## src/rtl/varwidth_fifo_withpre.sv

```systemverilog
// Pre/post-trigger sample capture buffer with 10-bit to byte readout.
// Holds a window of pre-trigger history, fills after trigger, then streams.
module varwidth_fifo_withpre #(
  parameter int number_samples = 100
) (
  input  logic        wr_clk,
  input  logic        rst,
  input  logic [9:0]  wr_data,
  input  logic        wr_ce,
  input  logic [31:0] wr_circular_depth,
  input  logic        wr_trigger,
  output logic        wr_full,
  output logic [7:0]  rd_data,
  input  logic        rd_ce,
  input  logic        rd_clk
);

  localparam int N  = number_samples;
  localparam int AW = (N > 1) ? $clog2(N) : 1;
  localparam int CW = $clog2(N + 1);
  localparam int B  = N * 10 / 8;
  localparam int BW = $clog2(B + 1);

  typedef enum logic [1:0] {PRE, POST, DONE} state_t;

  state_t        state;
  logic [9:0]    mem [N];
  logic [AW-1:0] wp;
  logic [AW-1:0] start;
  logic [CW-1:0] count;
  logic [CW-1:0] d;
  logic [AW-1:0] start_win;
  logic          we;

  logic [AW-1:0] rd_ptr;
  logic [2:0]    rd_pos;
  logic [BW-1:0] rd_idx;
  logic [AW-1:0] nptr;
  logic [2:0]    npos;
  logic [AW-1:0] a_addr;
  logic [AW-1:0] b_addr;
  logic [19:0]   cat;
  logic [4:0]    sh;
  logic [7:0]    nbyte;

  // rd_clk shares the wr_clk source and is not used internally
  logic unused_rd_clk;
  assign unused_rd_clk = rd_clk;

  function automatic logic [AW-1:0] inc(input logic [AW-1:0] a);
    return (a == AW'(N - 1)) ? '0 : a + 1'b1;
  endfunction

  function automatic logic [AW-1:0] addr(
    input logic [AW-1:0] p,
    input int            off
  );
    int t;
    t = int'(p) + off;
    if (t >= N) t = t - N;
    return AW'(t);
  endfunction

  // effective pre-trigger depth and the window start it implies
  always_comb begin
    int s;
    d = (wr_circular_depth > 32'(N - 1))
      ? CW'(N - 1) : wr_circular_depth[CW-1:0];
    s = int'(wp) + 1 + N - int'(d);
    if (s >= N) s = s - N;
    if (s >= N) s = s - N;
    start_win = AW'(s);
  end

  assign we = !rst && wr_ce && (state != DONE);

  // sample storage, contents survive reset
  always_ff @(posedge wr_clk) begin
    if (we) mem[wp] <= wr_data;
  end

  // next readout byte: two adjacent samples, window picked by position
  always_comb begin
    npos   = (rd_pos == 3'd4) ? 3'd0 : rd_pos + 3'd1;
    nptr   = (rd_pos == 3'd4) ? addr(rd_ptr, 4) : rd_ptr;
    a_addr = addr(nptr, (npos == 3'd0) ? 0 : int'(npos) - 1);
    b_addr = addr(nptr, (npos == 3'd4) ? 3 : int'(npos));
    cat    = {mem[a_addr], mem[b_addr]};
    sh     = {1'b0, npos, 1'b0} + 5'd2;
    nbyte  = 8'(cat >> sh);
  end

  // capture FSM and byte packer
  always_ff @(posedge wr_clk) begin
    if (rst) begin
      state   <= PRE;
      wp      <= '0;
      start   <= '0;
      count   <= '0;
      wr_full <= 1'b0;
      rd_data <= 8'h00;
      rd_ptr  <= '0;
      rd_pos  <= '0;
      rd_idx  <= '0;
    end else begin
      unique case (state)
        PRE: begin
          if (wr_trigger) begin
            state <= POST;
            if (wr_ce) begin
              wp    <= inc(wp);
              count <= count + 1'b1;
              if (count == CW'(N - 1)) begin
                state   <= DONE;
                wr_full <= 1'b1;
                rd_data <= mem[start][9:2];
                rd_ptr  <= start;
              end
            end
          end else if (wr_ce) begin
            wp <= inc(wp);
            if (count < d) begin
              count <= count + 1'b1;
            end else begin
              count <= d;
              start <= start_win;
            end
          end
        end
        POST: begin
          if (wr_ce) begin
            wp    <= inc(wp);
            count <= count + 1'b1;
            if (count == CW'(N - 1)) begin
              state   <= DONE;
              wr_full <= 1'b1;
              rd_data <= mem[start][9:2];
              rd_ptr  <= start;
            end
          end
        end
        default: begin
          if (rd_ce && (rd_idx < BW'(B))) begin
            rd_idx  <= rd_idx + 1'b1;
            rd_ptr  <= nptr;
            rd_pos  <= npos;
            rd_data <= (rd_idx == BW'(B - 1)) ? 8'h00 : nbyte;
          end
        end
      endcase
    end
  end

endmodule

```

## config.mk

```make
export PLATFORM = sky130hd
export DESIGN_NAME = varwidth_fifo_withpre
export DESIGN_NICKNAME = d
export VERILOG_FILES = /design/src/rtl/varwidth_fifo_withpre.sv
export SDC_FILE = /design/constraint.sdc
export NUM_CORES = 2
export LEC_CHECK = 0
export CELL_PAD_IN_SITES_DETAIL_PLACEMENT = 0
export CELL_PAD_IN_SITES_GLOBAL_PLACEMENT = 1
export CORE_MARGIN = 8
export CORE_UTILIZATION = 30
export CTS_BUF_LIST = sky130_fd_sc_hd__clkbuf_16
export CTS_CLUSTER_SIZE = 40
export DETAILED_ROUTE_END_ITERATION = 8
export HOLD_SLACK_MARGIN = 0.03
export PLACE_DENSITY = 0.6
export RECOVER_POWER = 25
export SLEW_MARGIN = 20
export SYNTH_ARGS = -nofsm -noshare
export SYNTH_HDL_FRONTEND = slang
export SYNTH_SLANG_ARGS = --single-unit
```

## constraint.sdc

```tcl
create_clock -name wr_clk -period 7.4 [get_ports wr_clk]
set_input_delay 1.85 -clock wr_clk [delete_from_list [all_inputs] [get_ports wr_clk]]
set_output_delay 1.85 -clock wr_clk [all_outputs]
set_load 0.05 [all_outputs]
```

== Word level (Yosys, flattened, before mapping) ==
Memories as Yosys holds them, arrays and structs flattened. A register that Yosys moved wholly into a read port is not among the register bits.
Index checks and enable logic that the tools add are counted.
Widths: inputs -> output; s select.
Cells by class
  $add $sub $neg: 17
  order comparisons: 8
  eq/ne operators: 11
  shift operators: 1
  mux-type cells: 41
  bitwise logic cells: 3
  reductions and logical operators: 16
Operators with widths (number)
  $mux 7: 17
  $ge 32x8->1 const B: 2
  $mux 32: 2
  $mux 8: 5
  $add 8x32->32: 1
  $gt 32x7->1 const B: 1
  $pmux 7 s2: 2
  $add 7x1->7 const B: 3
  $eq 7x7->1 const B: 3
  $shr 20x5->8: 1
  $ge 8x7->1 const B: 2
  $pmux 8 s2: 1
  $sub 7x6->7 const B: 2
  $sub 7x7->7 const B: 2
  $sub 10x8->11 const B: 1
  $ge 10x8->1 const B: 1
  $mux 2: 5
  $reduce_and 2->1: 5
  $sub 9x7->10: 1
  $add 8x7->9 const B: 1
  $add 7x1->8 const B: 1
  $add 7x3->8: 1
  $add 7x3->8 const B: 1
  $ne 2x2->1 const B: 4
  21 further kinds: 32
Word-level totals
  register bits after elaboration: 49
  RAM bits: 1000
  input bits: 48
  output and inout bits: 9
  logic and storage cells: 107
  memories: 1
Memory list
  mem: depth 100, bits a word 10, rd ports 3, clocked after memory_dff 1, write ports 1, line 27  | logic [9:0] mem [N];

== Depth between registers and ports, before layout ==
An unclocked memory read counts as a cell.
  depth in word-level cells: 12
  mapped depth: 34
  mapped depth without buffers: 30

== Worst setup path after synthesis ==
OpenSTA, ideal clock, no wires.
  kind: register -> register
  start point: register rd_pos[0]
  end point: register rd_data[1]
  library setup time: 137 ps
  arrival time: 7571 ps
  data required time: 7263 ps
  setup slack: -308 ps
  stages on the path, launching flop included: 32
  path buffers: 4
  clock period less this slack: 7708 ps
  cells stage by stage: dfxtp_1 -> inv_1 -> ha_1 -> and2_1 -> buf_2 -> nor2_1 -> nor2_1 -> ha_1 -> nor3_1 -> ha_1 -> a21oi_1 -> o21ai_0 -> a21oi_1 -> nor2b_1 -> nor2_1 -> ha_1 -> nor4bb_1 -> nand3_1 -> or3_1 -> o31ai_4 -> nand3_1 -> nand3_1 -> clkbuf_1 -> buf_2 -> buf_1 -> nand3_1 -> nand4_1 -> nand2_1 -> a211oi_1 -> a21oi_1 -> o311ai_0 -> o221ai_1
Between the ends
  cells in the longest elaborated chain, start to end: 12
  elaborated cells between the ends (all ways): 23
  classes of those cells: add/sub: 7; order compare: 2; eq/ne: 2; shift: 1; mux: 9; reduce/logical: 1; memory: 1
Ends and longest elaborated chain
  start: declaration: line 36  | logic [2:0] rd_pos;
  start signal: assignment: line 146  | rd_pos <= npos;
  $add 3x1->3 or $eq 3x3->1 (tied branches): line 84, 85
  $mux 3: line 84  | npos = (rd_pos == 3'd4) ? 3'd0 : rd_pos + 3'd1;
  $sub 3x1->4, or another cell as far along: line 86  | a_addr = addr(nptr, (npos == 3'd0) ? 0 : int'(npos) - 1);
  $mux 32 or $mux 3 (tied branches): line 86, 87
  $add 8x32->32 or $add 7x3->8 (tied branches): line 59  | t = int'(p) + off;
  $ge 32x8->1, or another cell as far along: line 60  | if (t >= N) t = t - N;
  $mux 7: line 60
  $mem_v2 100x10
  $shr 20x5->8 (*): line 90  | nbyte = 8'(cat >> sh);
  $mux 8 (*): line 147  | rd_data <= (rd_idx == BW'(B - 1)) ? 8'h00 : nbyte;
  $mux 8 (*): line 143  | if (rd_ce && (rd_idx < BW'(B))) begin
  $pmux 8 s2 (*): line 106  | unique case (state)
  end signal: assignment: line 116  | rd_data <= mem[start][9:2];
  end signal: assignment: line 137  | rd_data <= mem[start][9:2];
  end signal: assignment: line 147
  end: declaration: line 13  | output logic [7:0] rd_data,
Mark *: on every way between the ends. The rest lies on a longest branch, timed or not. The select of a mux whose other input is x is not followed.
A chain may end at the register's enable or synchronous reset.

== Final worst setup path ==
  start point: register rd_pos[0]
  end point: register rd_data[3]
Between the ends
  cells in the longest elaborated chain, start to end: 12
  elaborated cells between the ends (all ways): 23
  classes of those cells: add/sub: 7; order compare: 2; eq/ne: 2; shift: 1; mux: 9; reduce/logical: 1; memory: 1
Ends and longest elaborated chain
  $add 3x1->3 or $eq 3x3->1 (tied branches): line 84
  $mux 3 (*): line 84
  named net npos[2]: line 39  | logic [2:0] npos;
  $sub 3x1->4, or another cell as far along: line 86
  $mux 32 or $mux 3 (tied branches): line 86, 87
  $add 8x32->32 or $add 7x3->8 (tied branches): line 59
  $ge 32x8->1, or another cell as far along: line 60
  $mux 7: line 60
  $mem_v2 100x10
  $shr 20x5->8 (*): line 90
  $mux 8 (*): line 147
  $mux 8 (*): line 143
  $pmux 8 s2 (*): line 106
The timed path passes the listed nets; every way through them passes the cells marked *. The select of a mux whose other input is x is not followed.

==> impl_summary.md <==
Global route
Global routing consumed, over all layers together, 20.2% of the routing resources. The via count of the first global-routing pass is 39.9k. Global routing finished with a remaining overflow of 0. The maximum number of pins on one net before global-route repair is 103. The first global-routing pass estimated 311 mm of wire. The number of antenna violations at the first check in global routing is 7.

Timing
The ratio of final minimum period to clock period is 97.3%. The max-slew violation count is a little over 500. The worst pin sits at a relative slew slack of -236%. For the final database, setup skew stands at 64.0 ps. The hold violation total from the final report is 0.

The slew at the pin with the worst max-slew slack is 5030 ps. The total setup violations reported at the end of the flow is 0. The final critical-path required period is 7200 ps. The top achievable clock speed is 0.139 GHz.

Critical path
The worst flop-to-flop path startpoint is rd_pos[0]$_SDFFE_PP0P_. Across all register-to-register paths, the minimum setup slack is slightly below 200 ps. The most critical setup path has its startpoint at rd_pos[0]$_SDFFE_PP0P_. The count of cells along the worst register-to-register path is 25. The critical path is of the flop to flop type. The maximum net fanout on the critical path is 15. The endpoint identified for the worst register-to-register timing path is rd_data[3]$_SDFFE_PP0P_. At the worst endpoint, the required time is approximately 8100 ps. STA classifies the critical path startpoint as a flop. At the worst endpoint, the arrival time is 7870 ps. The worst setup path is captured at a flop.

Placement
The total instance count after detailed placement is 6562. Routability-driven placement finished with a final weighted congestion of 0.948. The number of port buffers is 55.

Detailed placement ended at an HPWL of 148 mm.

Die
The total area inside the core boundary comes to 197000 sq um. The row count is 163. 57 I/O pins were placed. The vertical extent of the die is 461 microns. The die is between 400 and 500 microns wide. The die area is 213000 sq um. The effective utilization at floorplan is 30.2%.

Synthesis
The average cell area after synthesis is 15.3 sq um. The commonest cells after synthesis are edfxtp_1 (1000), mux4_2 (706), nand2_1 (336). In the synthesized netlist the async set-or-reset flop fraction comes to 0%. The sequential-to-total area share from yosys stat is 52.4%. The synthesized design contains 1000 enable-type register cells. The cell area after synthesis is 59500 sq um. The top cell type by area accounts for between 50% and 60% of the synthesized area.

The synthesis warning total is 0. After synthesis the netlist holds a flip-flop and latch count of 1056. The cell count after synthesis is 3890. By area the synthesized netlist is led by edfxtp_1 (50%), mux4_2 (27%), nand2_1 (2.1%), dfxtp_1 (1.9%), nor2_1 (1.6%). Summed over all instances, the cell type with the most area after synthesis is edfxtp_1. Yosys mapped the design onto roughly 110 distinct sky130hd cell types. The most instantiated flip-flop cell in the synthesis netlist is edfxtp_1.

The most repeated cell in the gate-level netlist after synthesis is edfxtp_1. The number of nets handed over by synthesis was 4003.

Pwr
The analysis attributes to cell leakage a power of 21.4 nW. The worst voltage drop across the vdd grid is 0.199 mV. Power spread over the standard cell area amounts to 187 nW/um^2.

Routing
The first-iteration detailed-routing DRC count is 5435. The post-detailed-route count of antenna-violating nets is 0. For this run, design rule violations remaining after detail routing come to 0. Using the TritonRoute via totals, the vias-per-cell ratio works out to approximately 6. The highest metal layer with signal wires is met5. Wire segments on met3 add up to about 23 mm in the final route. The first detailed-routing pass ran for 5 iterations. The overall routed net length is 222 mm.

The routed length on met2 is 99.4 mm. The wire length the detailed router placed on met1 is between 80 and 90 mm. The mean routed wirelength per cell is 32.7 microns. The via count of the routed design is 40.9k.

Clock network
The worst-case clock buffer depth is 3. The clock-pin transition on the worst setup and hold timing paths is ~60 ps. The total CTS buffers is 116.

TritonCTS built the clock tree. The buffer cell driving the clock tree root is clkbuf_16. The TritonCTS sink count is 1056. The clock reaches the later pin of the worst-skew pair after around 770 ps.

The count of H-tree levels built during CTS is 3.

Final layout
The number of fill cells in the layout is between 15k and 20k. The final core utilization is 34.9%. Of the cells placed in the final design, the portion with a size suffix greater than 1 is 31.7%. The count of cells in the finished layout, fillers not included, comes to about 6.8k. Compared with the post-synthesis result, the final layout area differs by 15.7%. The final layout contains approximately 4.2k nets.

Run status
The checks that failed: max-capacitance violations, max-slew violations. The run finished, with violations left.

Min path
The path class of the tightest hold or removal check is flop to flop. The sink of the worst hold path is wr_full$_SDFFE_PP0P_. The startpoint of the tightest hold check path is wr_full$_SDFFE_PP0P_. The worst hold path passes through 2 cells.

Run
The max-cap check violation count is 10.
[layout by cell type, fill, tap and decap left out, types with 14 or more instances in the layout]
master	instances
a211oi_1	23
nor2_1	210
nor2_2	36
o22ai_1	34
o211ai_1	22
a31oi_1	42
clkdlybuf4s50_1	44
o21ai_0	79
a22oi_1	19
clkinv_1	30
dfxtp_1	51
a21oi_1	152
ha_1	58
buf_4	255
xnor2_1	21
nand2b_1	16
edfxtp_1	1000
mux4_2	706
mux2i_1	84
nand2_1	334
a221oi_1	32
clkinv_2	26
nand3_1	143
clkbuf_16	118
and3_1	24
buf_12	35
inv_1	69
a21o_1	21
nand4_1	34
nor3_1	48
bufinv_16	16
a2111oi_0	14
[stage by stage]
step / instance area (sq um) / total power [mW] / worst slack, ps / setup TNS [ps] / hold WS (ps)
finish: 68900 / 12.8 / 199 / 0 / 442
global route: 68900 / 13.2 / -22.8 / -34.8 / 493
CTS: 68600 / 12.9 / 22.1 / 0 / 447
detailed placement: 64700 / 7.03 / -204 / -1330 / 439
global placement: 64700 / 7.02 / -264 / -2320 / 433
floorplan: 59500 / 6.80 / 132 / 0 / 460
[worst max path at each step]
stage                               to  slack, ps  cells after the start
4_1_cts        rd_data[1]$_SDFFE_PP0P_         20                     29
2_1_floorplan                     flop        130                     25
3_5_place_dp   rd_data[1]$_SDFFE_PP0P_       -200                     28
6_report       rd_data[3]$_SDFFE_PP0P_        200                     25
3_3_place_gp                      flop       -260                     29
5_1_grt        rd_data[4]$_SDFFE_PP0P_        -20                     31
[cell families (layout without fill, tap and decap cells)]
family | after synthesis | in the layout | share of synthesized area, %
adders and majority gates | 66 | 66 | 1.42
DFF | 1056 | 1056 | 52.4
and+or+nand+nor | 956 | 956 | 7.44
xor gates and xnor gates | 35 | 35 | 0.528
other | 0 | 3 | 0
muxes | 802 | 802 | 28.4
buffers and inverters | 364 | 623 | 2.66
AOI/OAI and AO/OA | 611 | 611 | 7.25
[per-layer routing]
metal	track usage, %	up-vias
met5	0	-
met2	31.1	2477
met3	4.86	455
li1	-	16600
met1	27.2	21400
met4	9.14	6
[flip-flops by register name (all words and copies together), names as in the netlist, 2 cells and up, named ones only]
register	cells
mem	1000
rd_ptr	7
count	7
rd_data	8
rd_idx	7
state	2
start	7
wp	7
rd_pos	3
[report_power, final]
group          switching [mW]  total (mW)  leakage (nW)  internal (mW)
logic                   0.242       0.345          9.97          0.102
clock network            2.51        5.94          1.95           3.42
registers              0.0167        6.57          9.44           6.55
[critical path, cell delays in order (launching register included)]
cell and delay, ps:
dfxtp_1 400, inv_1 90, ha_1 250, o21a_1 210, buf_4 190, clkinv_1 90, ha_1 170, nand2b_1 150
ha_4 140, inv_1 50, fa_4 490, xnor2_2 450, clkinv_1 170, ha_1 330, a21oi_1 230, and2_1 220
a2111oi_4 60, buf_4 190, o221a_2 410, nor2_4 670, buf_12 270, nand3_1 120, a211oi_1 990, nor4_4 130
o311a_1 340, a31o_2 240
[final cells by class]
class                           count  area (sq um)  area share, %
Inverter                           61           229          0.333
Multi-Input combinational cell   2470         27200           39.4
Timing Repair Buffer              347          3130           4.54
Clock buffer                      117          2930           4.25
Tap cell                         2640          3300           4.80
Sequential cell                  1056         31200           45.3
Clock inverter                     98           943           1.37
Antenna cell                        3          7.51         0.0109
[what timing repair did]
action	CTS	global route
pin swaps	1	9
endpoints found under the setup margin	5	12
resized for setup	2	28
hold buffers	0	0
buffers inserted	1	8
cloned	0	1
No activity file was read; power rests on OpenSTA's default activity.
